### src/rtl/stream_crossbar_pkg.sv
// Shared types and helpers for the stream crossbar slave-side mux.
package stream_crossbar_pkg;

  // Slave-port ownership: IDLE waits for a grant, LOCK owns one master until tlast.
  typedef enum logic {
    IDLE = 1'b0,
    LOCK = 1'b1
  } mux_state_t;

  // Width of a master index; never narrower than one bit so a single-master
  // configuration still has a legal tid/grant_id port.
  function automatic int unsigned id_width(input int unsigned n);
    return (n > 1) ? $clog2(n) : 1;
  endfunction

endpackage

### src/rtl/stream_skid_buffer.sv
// Output stage for stream_slave_mux.
// STREAM_SLAVE_MUX_SKID_EN defined   : 2-entry skid buffer, ready taken from a flop.
// STREAM_SLAVE_MUX_SKID_EN undefined : single register, ready = !valid || downstream ready.
module stream_skid_buffer #(
  parameter int unsigned P_WIDTH = 8
) (
  input  logic               clk_i,
  input  logic               rst_i,
  input  logic [P_WIDTH-1:0] s_data_i,
  input  logic               s_valid_i,
  output logic               s_ready_o,
  output logic [P_WIDTH-1:0] m_data_o,
  output logic               m_valid_o,
  input  logic               m_ready_i
);

  logic               r_valid;
  logic [P_WIDTH-1:0] r_data;
  logic               w_out_free;

  assign w_out_free = !r_valid || m_ready_i;
  assign m_valid_o  = r_valid;
  assign m_data_o   = r_data;

`ifdef STREAM_SLAVE_MUX_SKID_EN
  logic               r_skid_valid;
  logic [P_WIDTH-1:0] r_skid_data;
  logic               w_in_hs;

  // Ready depends only on the skid flop, so upstream sees no combinational path from m_ready_i.
  assign s_ready_o = !r_skid_valid;
  assign w_in_hs   = s_valid_i && !r_skid_valid;

  // Output register refills from the skid entry first; a beat accepted while stalled parks in the skid.
  always_ff @(posedge clk_i) begin
    if (rst_i) begin
      r_valid      <= 1'b0;
      r_data       <= '0;
      r_skid_valid <= 1'b0;
      r_skid_data  <= '0;
    end else if (w_out_free) begin
      if (r_skid_valid) begin
        r_data       <= r_skid_data;
        r_valid      <= 1'b1;
        r_skid_valid <= 1'b0;
      end else begin
        r_valid <= w_in_hs;
        if (w_in_hs) begin
          r_data <= s_data_i;
        end
      end
    end else if (w_in_hs) begin
      r_skid_data  <= s_data_i;
      r_skid_valid <= 1'b1;
    end
  end
`else
  assign s_ready_o = w_out_free;

  // Single pipeline register: load whenever the slot is empty or being drained.
  always_ff @(posedge clk_i) begin
    if (rst_i) begin
      r_valid <= 1'b0;
      r_data  <= '0;
    end else if (w_out_free) begin
      r_valid <= s_valid_i;
      if (s_valid_i) begin
        r_data <= s_data_i;
      end
    end
  end
`endif

endmodule

### src/rtl/stream_slave_mux.sv
// Slave-side packet mux: locks onto the arbiter-granted master for a whole
// packet and forwards its beats through a registered output stage.
// Optional feature macro: STREAM_SLAVE_MUX_SKID_EN (skid-buffer output stage).
module stream_slave_mux
  import stream_crossbar_pkg::*;
#(
  parameter  int unsigned S_DATA_COUNT = 2,
  parameter  int unsigned T_DATA_WIDTH = 8,
  localparam int unsigned T_ID___WIDTH = id_width(S_DATA_COUNT)
) (
  input  logic                                     clk_i,
  input  logic                                     rst_i,
  input  logic                                     grant_valid_i,
  input  logic [T_ID___WIDTH-1:0]                  grant_id_i,
  output logic [S_DATA_COUNT-1:0]                  last_o,
  input  logic [S_DATA_COUNT-1:0][T_DATA_WIDTH-1:0] s_tdata_i,
  input  logic [S_DATA_COUNT-1:0]                  s_tvalid_i,
  input  logic [S_DATA_COUNT-1:0]                  s_tlast_i,
  output logic [S_DATA_COUNT-1:0]                  s_tready_o,
  output logic [T_DATA_WIDTH-1:0]                  m_tdata_o,
  output logic                                     m_tvalid_o,
  output logic                                     m_tlast_o,
  output logic [T_ID___WIDTH-1:0]                  m_tid_o,
  input  logic                                     m_tready_i
);

  localparam int unsigned P_W = T_ID___WIDTH + 1 + T_DATA_WIDTH;

  mux_state_t              r_state;
  logic [T_ID___WIDTH-1:0] r_locked_id;

  logic           w_lock;
  logic           w_in_valid;
  logic           w_buf_ready;
  logic           w_in_hs;
  logic           w_in_last_hs;
  logic           w_grant_ok;
  logic [P_W-1:0] w_in_payload;
  logic [P_W-1:0] w_out_payload;

  assign w_lock       = (r_state == LOCK);
  assign w_in_valid   = w_lock && s_tvalid_i[r_locked_id];
  assign w_in_hs      = w_in_valid && w_buf_ready;
  assign w_in_last_hs = w_in_hs && s_tlast_i[r_locked_id];
  assign w_grant_ok   = grant_valid_i && (32'(grant_id_i) < S_DATA_COUNT);
  assign w_in_payload = {r_locked_id, s_tlast_i[r_locked_id], s_tdata_i[r_locked_id]};

  // Route the output-stage ready and the end-of-packet flag to the locked master only.
  always_comb begin
    s_tready_o = '0;
    last_o     = '0;
    if (w_lock) begin
      s_tready_o[r_locked_id] = w_buf_ready;
      last_o[r_locked_id]     = w_in_last_hs;
    end
  end

  // Ownership FSM: capture a valid grant in IDLE, release on the tlast handshake.
  always_ff @(posedge clk_i) begin
    if (rst_i) begin
      r_state     <= IDLE;
      r_locked_id <= '0;
    end else begin
      case (r_state)
        IDLE: begin
          if (w_grant_ok) begin
            r_locked_id <= grant_id_i;
            r_state     <= LOCK;
          end
        end
        LOCK: begin
          if (w_in_last_hs) begin
            r_state <= IDLE;
          end
        end
        default: r_state <= IDLE;
      endcase
    end
  end

  stream_skid_buffer #(
    .P_WIDTH(P_W)
  ) u_out (
    .clk_i     (clk_i),
    .rst_i     (rst_i),
    .s_data_i  (w_in_payload),
    .s_valid_i (w_in_valid),
    .s_ready_o (w_buf_ready),
    .m_data_o  (w_out_payload),
    .m_valid_o (m_tvalid_o),
    .m_ready_i (m_tready_i)
  );

  assign {m_tid_o, m_tlast_o, m_tdata_o} = w_out_payload;

endmodule

### config.mk
export PLATFORM = sky130hd
export DESIGN_NAME = stream_slave_mux
export DESIGN_NICKNAME = d
export VERILOG_FILES = /design/src/rtl/stream_crossbar_pkg.sv /design/src/rtl/stream_skid_buffer.sv /design/src/rtl/stream_slave_mux.sv
export SDC_FILE = /design/constraint.sdc
export NUM_CORES = 1
export LEC_CHECK = 0
export BUFFER_PORTS_ARGS = -buffer_cell sky130_fd_sc_hd__clkbuf_2
export CELL_PAD_IN_SITES_DETAIL_PLACEMENT = 1
export CELL_PAD_IN_SITES_GLOBAL_PLACEMENT = 2
export CORE_MARGIN = 4
export CORE_UTILIZATION = 27
export CTS_BUF_LIST = sky130_fd_sc_hd__clkbuf_4
export CTS_CLUSTER_DIAMETER = 50
export DETAILED_ROUTE_END_ITERATION = 8
export GPL_TIMING_DRIVEN = 0
export MAX_ROUTING_LAYER = met4
export PLACE_DENSITY = 0.85
export SYNTH_ARGS = -nofsm -noshare
export SYNTH_HDL_FRONTEND = slang
export SYNTH_SLANG_ARGS = --single-unit
export TNS_END_PERCENT = 1
### constraint.sdc
create_clock -name clk_i -period 2.6 [get_ports clk_i]
set_input_delay 0.26 -clock clk_i [delete_from_list [all_inputs] [get_ports clk_i]]
set_output_delay 0.26 -clock clk_i [all_outputs]
set_load 0.1 [all_outputs]
# Word-level counts from Yosys, hierarchy flattened
# Index checks and enable logic that the tools add are counted.
# classes
order_cmp	2
n_mux	13
n_bitwise	3
reduce_logical	8
# op_table
op	count
2-to-1 mux 8 bit	2
2-to-1 mux 1 bit	7
bitwise AND 2 bit	2
logical AND 1 bit	4
2-to-1 mux 2 bit	2
AND reduction 2 bit	2
less-than comparator 1 x 2 -> 1 bit (second input constant)	1
case mux 1 bit (2 select lines)	1
demux 1 bit (select 1 bit)	1
>= comparator 1 bit (second input constant)	1
zero test 1 bit	1
logical OR 1 bit	1
inverter 1 bit	1
# word_totals
register_bits	13
input_bits	25
out_inout_bits	15
wordCells	30

# Depth between registers and ports, before layout
# depth
depth_word	7
depth_mapped	5
ltp_nobuf	3

# By module
# A second synthesis with hierarchy kept.
# unflattened
cells_unflattened	73
area_unflattened_um2	738.2
# modules_own_cells
mod	n_inst	cells_each	area_per_inst_um2	seq_area_each_um2
stream_skid_buffer	1	49	504.2	220.2
stream_slave_mux	1	24	234.0	40.0

# Worst setup path after synthesis
# No wires, ideal clock.
# synth_timing
path_type	reg2out
from	register u_out.r_valid, in the netlist u_out.m_valid_o
to	output last_o[0]
t_arrival_ps	3289
t_required_ps	2340
path_slack_ps	-949
path_stages_with_launch	4
n_path_buf	0
path_cell_list	dfxtp_1 > nand2b_1 > nand3_1 > nor3b_1
# synth_via
elab_chain_len	6
# synth_lines
element	line	rtl
from (decl)	stream_skid_buffer.sv:17	logic r_valid;
from (signal assigned)	stream_skid_buffer.sv:66	r_valid <= s_valid_i;
zero test 1 bit	stream_skid_buffer.sv:21	assign w_out_free = !r_valid || m_ready_i;
logical OR 1 bit	stream_skid_buffer.sv:21	
logical AND 1 bit	stream_slave_mux.sv:43	assign w_in_hs = w_in_valid && w_buf_ready;
logical AND 1 bit	stream_slave_mux.sv:44	assign w_in_last_hs = w_in_hs && s_tlast_i[r_locked_id];
bitwise AND 2 bit (no line)	--	
2-to-1 mux 2 bit	stream_slave_mux.sv:52	if (w_lock) begin
to (decl)	stream_slave_mux.sv:15	output logic [S_DATA_COUNT-1:0] last_o,
# Every way passes these cells.

# Worst setup path in the final report
# layout_timing
from	register r_state
to	output s_tready_o[1]
# layout_via
elab_chain_len	1
# layout_lines
element	line	rtl
from (decl)	stream_slave_mux.sv:29	mux_state_t r_state;
from (signal assigned)	stream_slave_mux.sv:61	r_state <= IDLE;
from (signal assigned)	stream_slave_mux.sv:68	r_state <= LOCK;
from (signal assigned)	stream_slave_mux.sv:73	r_state <= IDLE;
2-to-1 mux 2 bit	stream_slave_mux.sv:52	
to (decl)	stream_slave_mux.sv:19	output logic [S_DATA_COUNT-1:0] s_tready_o,
# Every way passes these cells.

==> impl_metrics.yaml <==
timing:
  fin_crit_ns: 2.18
  relSlewSlack: 0.557
  fin_crit_sh: 0.840
  setup-violations-final: 0
  fin_tns_setup_ns: 0
  clock_skew_ns: 0.00159
  hold_viol_final: 0
  clock.fmax_ghz: 0.458
  rsz0062_at_grt: "no"
  worst_slew_pin_slew_ns: 0.664
  slew_violations: 0
placement:
  gp_congestion: 0.710
  port_buffers: 39
  dp_cells: 137
  hpwl_um: 1670
  dpl_cell_area_um2: 942
floorplan:
  start_util: 0.284
  fp.dieW_um: 59.1
  die_area_um2: 3490
  coreArea_um2: 2480
  io_pins: 40
  rows: 18
  die_h_um: 59.1
finish:
  multi_input_area_um2: 399
  ff_latch_area_um2: 260
  fin_nets: 137
  drive_above_1_share: 0.532
  final_area_um2: 972
  finalNonFillerCells: 141
  areaGrowthSynthToFinish_pct: 38.0
  final_util: 0.392
  fillerInstances: 316
  diodes: 0
synthesis:
  syn_nets: 93
  synth_top_area_share: 0.369
  synth_warnings: 0
  ys_ff_latch: 13
  syn_avg_cell_area_um2: 10.4
  yosysUniqueCellTypes: 22
  synth_area_leaders: "dfxtp_1, mux2i_1, a211oi_2"
  syn_area_um2: 704
  ys_seq_area_frac: 0.369
  synthCells: 68
  synth_top_area_cell: "dfxtp_1"
power_and_ir_drop:
  p_leak_nw: 0.432
  finalPower_mw: 0.564
  power_density_nw_per_um2: 580
  peakVddDrop_v: 0.000250
grt:
  grt_pass1_vias: 756
  grt_pass1_wl_um: 3400
  overflow: 0
  grt_max_degree: 11
  grt_antenna_before_repair: 0
  grtUsageTotal: 0.133
routing:
  wirelength_um: 2090
  vias: 686
  antenna_left: 0
  drt_iter0_drc: 9
  drcViolationCount: 0
  wl_per_cell_um: 14.8
  viasPerCell: 4.87
  first_pass_iters: 4
clock_network:
  cts_made_buffers: 3
  cts_hold_buf: 0
  clkTransAtPathRegs_ns: 0.08
  cts_resized: 0
  clockRootBuffer: "clkbuf_4"
  cts_buffer_depth: 2
  cts.sinks: 13
  insertion_delay_ns: 0.27
  cts_tree: "built"
  htreeDepth: 1
  post-cts-setup-buffers: 0
run:
  max_cap_violations: 0
worst_setup_path:
  worst_ep_arrival_time_ns: 1.92
  cp-start-kind: "register"
  end_kind: "primary output"
  crit_type: "reg2out"
  required_ns: 2.34
  path_max_fanout: 10
run_status:
  status: "complete, no violations"
min_path:
  hold_path.class: "in2reg"
==> worst max-delay path, stage by stage (launching register included) <==
cell	delay, ns
dfxtp_1	0.31
clkbuf_1	0.27
clkbuf_1	0.39
and3_1	0.23
clkbuf_2	0.45
==> sequential cells by signal, indices dropped and copies added (netlist names) <==
register and flops:
r_state 1, r_locked_id 1, u_out.m_data_o 10, u_out.m_valid_o 1
==> metrics by stage <==
step,hold slack (ns),worst slack [ns]
2_1_floorplan,0.332,-0.183
3_3_place_gp,0.462,0.712
3_5_place_dp,0.479,0.708
4_1_cts,0.223,0.397
5_1_grt,0.252,0.282
6_report,0.226,0.417
==> layout by cell type, fill, tap and decap left out, types with 2 or more instances in the layout <==
master / n
clkbuf_2: 39
dfxtp_1: 13
mux2i_1: 11
a31oi_1: 8
a211oi_2: 8
nand2b_1: 4
clkbuf_4: 4
clkbuf_1: 3
nor2_1: 3
buf_6: 2
and3_1: 2
nand2_1: 2
==> power breakdown <==
part	switching, mW	total, mW	internal [mW]	leakage, nW
Sequential	0.00628	0.218	0.212	0.107
Clock	0.0644	0.134	0.0698	0.0184
Combinational	0.154	0.212	0.0575	0.307
==> cells by family after synthesis <==
| family | Yosys count | synth area share |
|---|---|---|
| compound gates | 18 | 0.233 |
| simple gates | 16 | 0.133 |
| flops | 13 | 0.369 |
| buf+inv | 8 | 0.0710 |
| mux | 13 | 0.194 |
==> layout make-up <==
class	count	share of cell area
repair buffers	39	0.201
plain buffers	8	0.0515
flip-flops and latches	13	0.268
well taps	30	0.0386
multi-input cells	47	0.411
clock buffers	4	0.0309
==> metal layers <==
metal  GRT usage  part of all wire
met5           -                 0
met4      0.0485             0.012
met3      0.0283             0.047
met2       0.244              0.56
met1       0.136              0.39
==> Yosys cell counts <==
cell,n
nand3b_1,1
buf_4,1
a211oi_2,8
nor2_1,3
nand2b_1,4
buf_6,2
mux2_2,1
buf_2,1
nor3b_1,1
and3_4,1
dfxtp_1,13
buf_1,1
a21oi_1,1
a311oi_1,1
nand3_1,1
nand2_1,2
nor2b_1,1
mux2_4,1
a31oi_1,8
mux2i_1,11
and3_1,2
clkbuf_1,3
==> path summary, 6_finish.rpt <==
path	end	cells after the start	from	slack, ns
hold reg to reg	u_out.m_data_o[8]	2	u_out.m_data_o[8]	0.49
hold / removal	r_locked_id	3	grant_id_i	0.23
setup / recovery	s_tready_o[1]	4	r_state	0.42
setup reg to reg	u_out.m_data_o[3]	4	r_state	1.16
No activity file was read; power rests on OpenSTA's default activity.
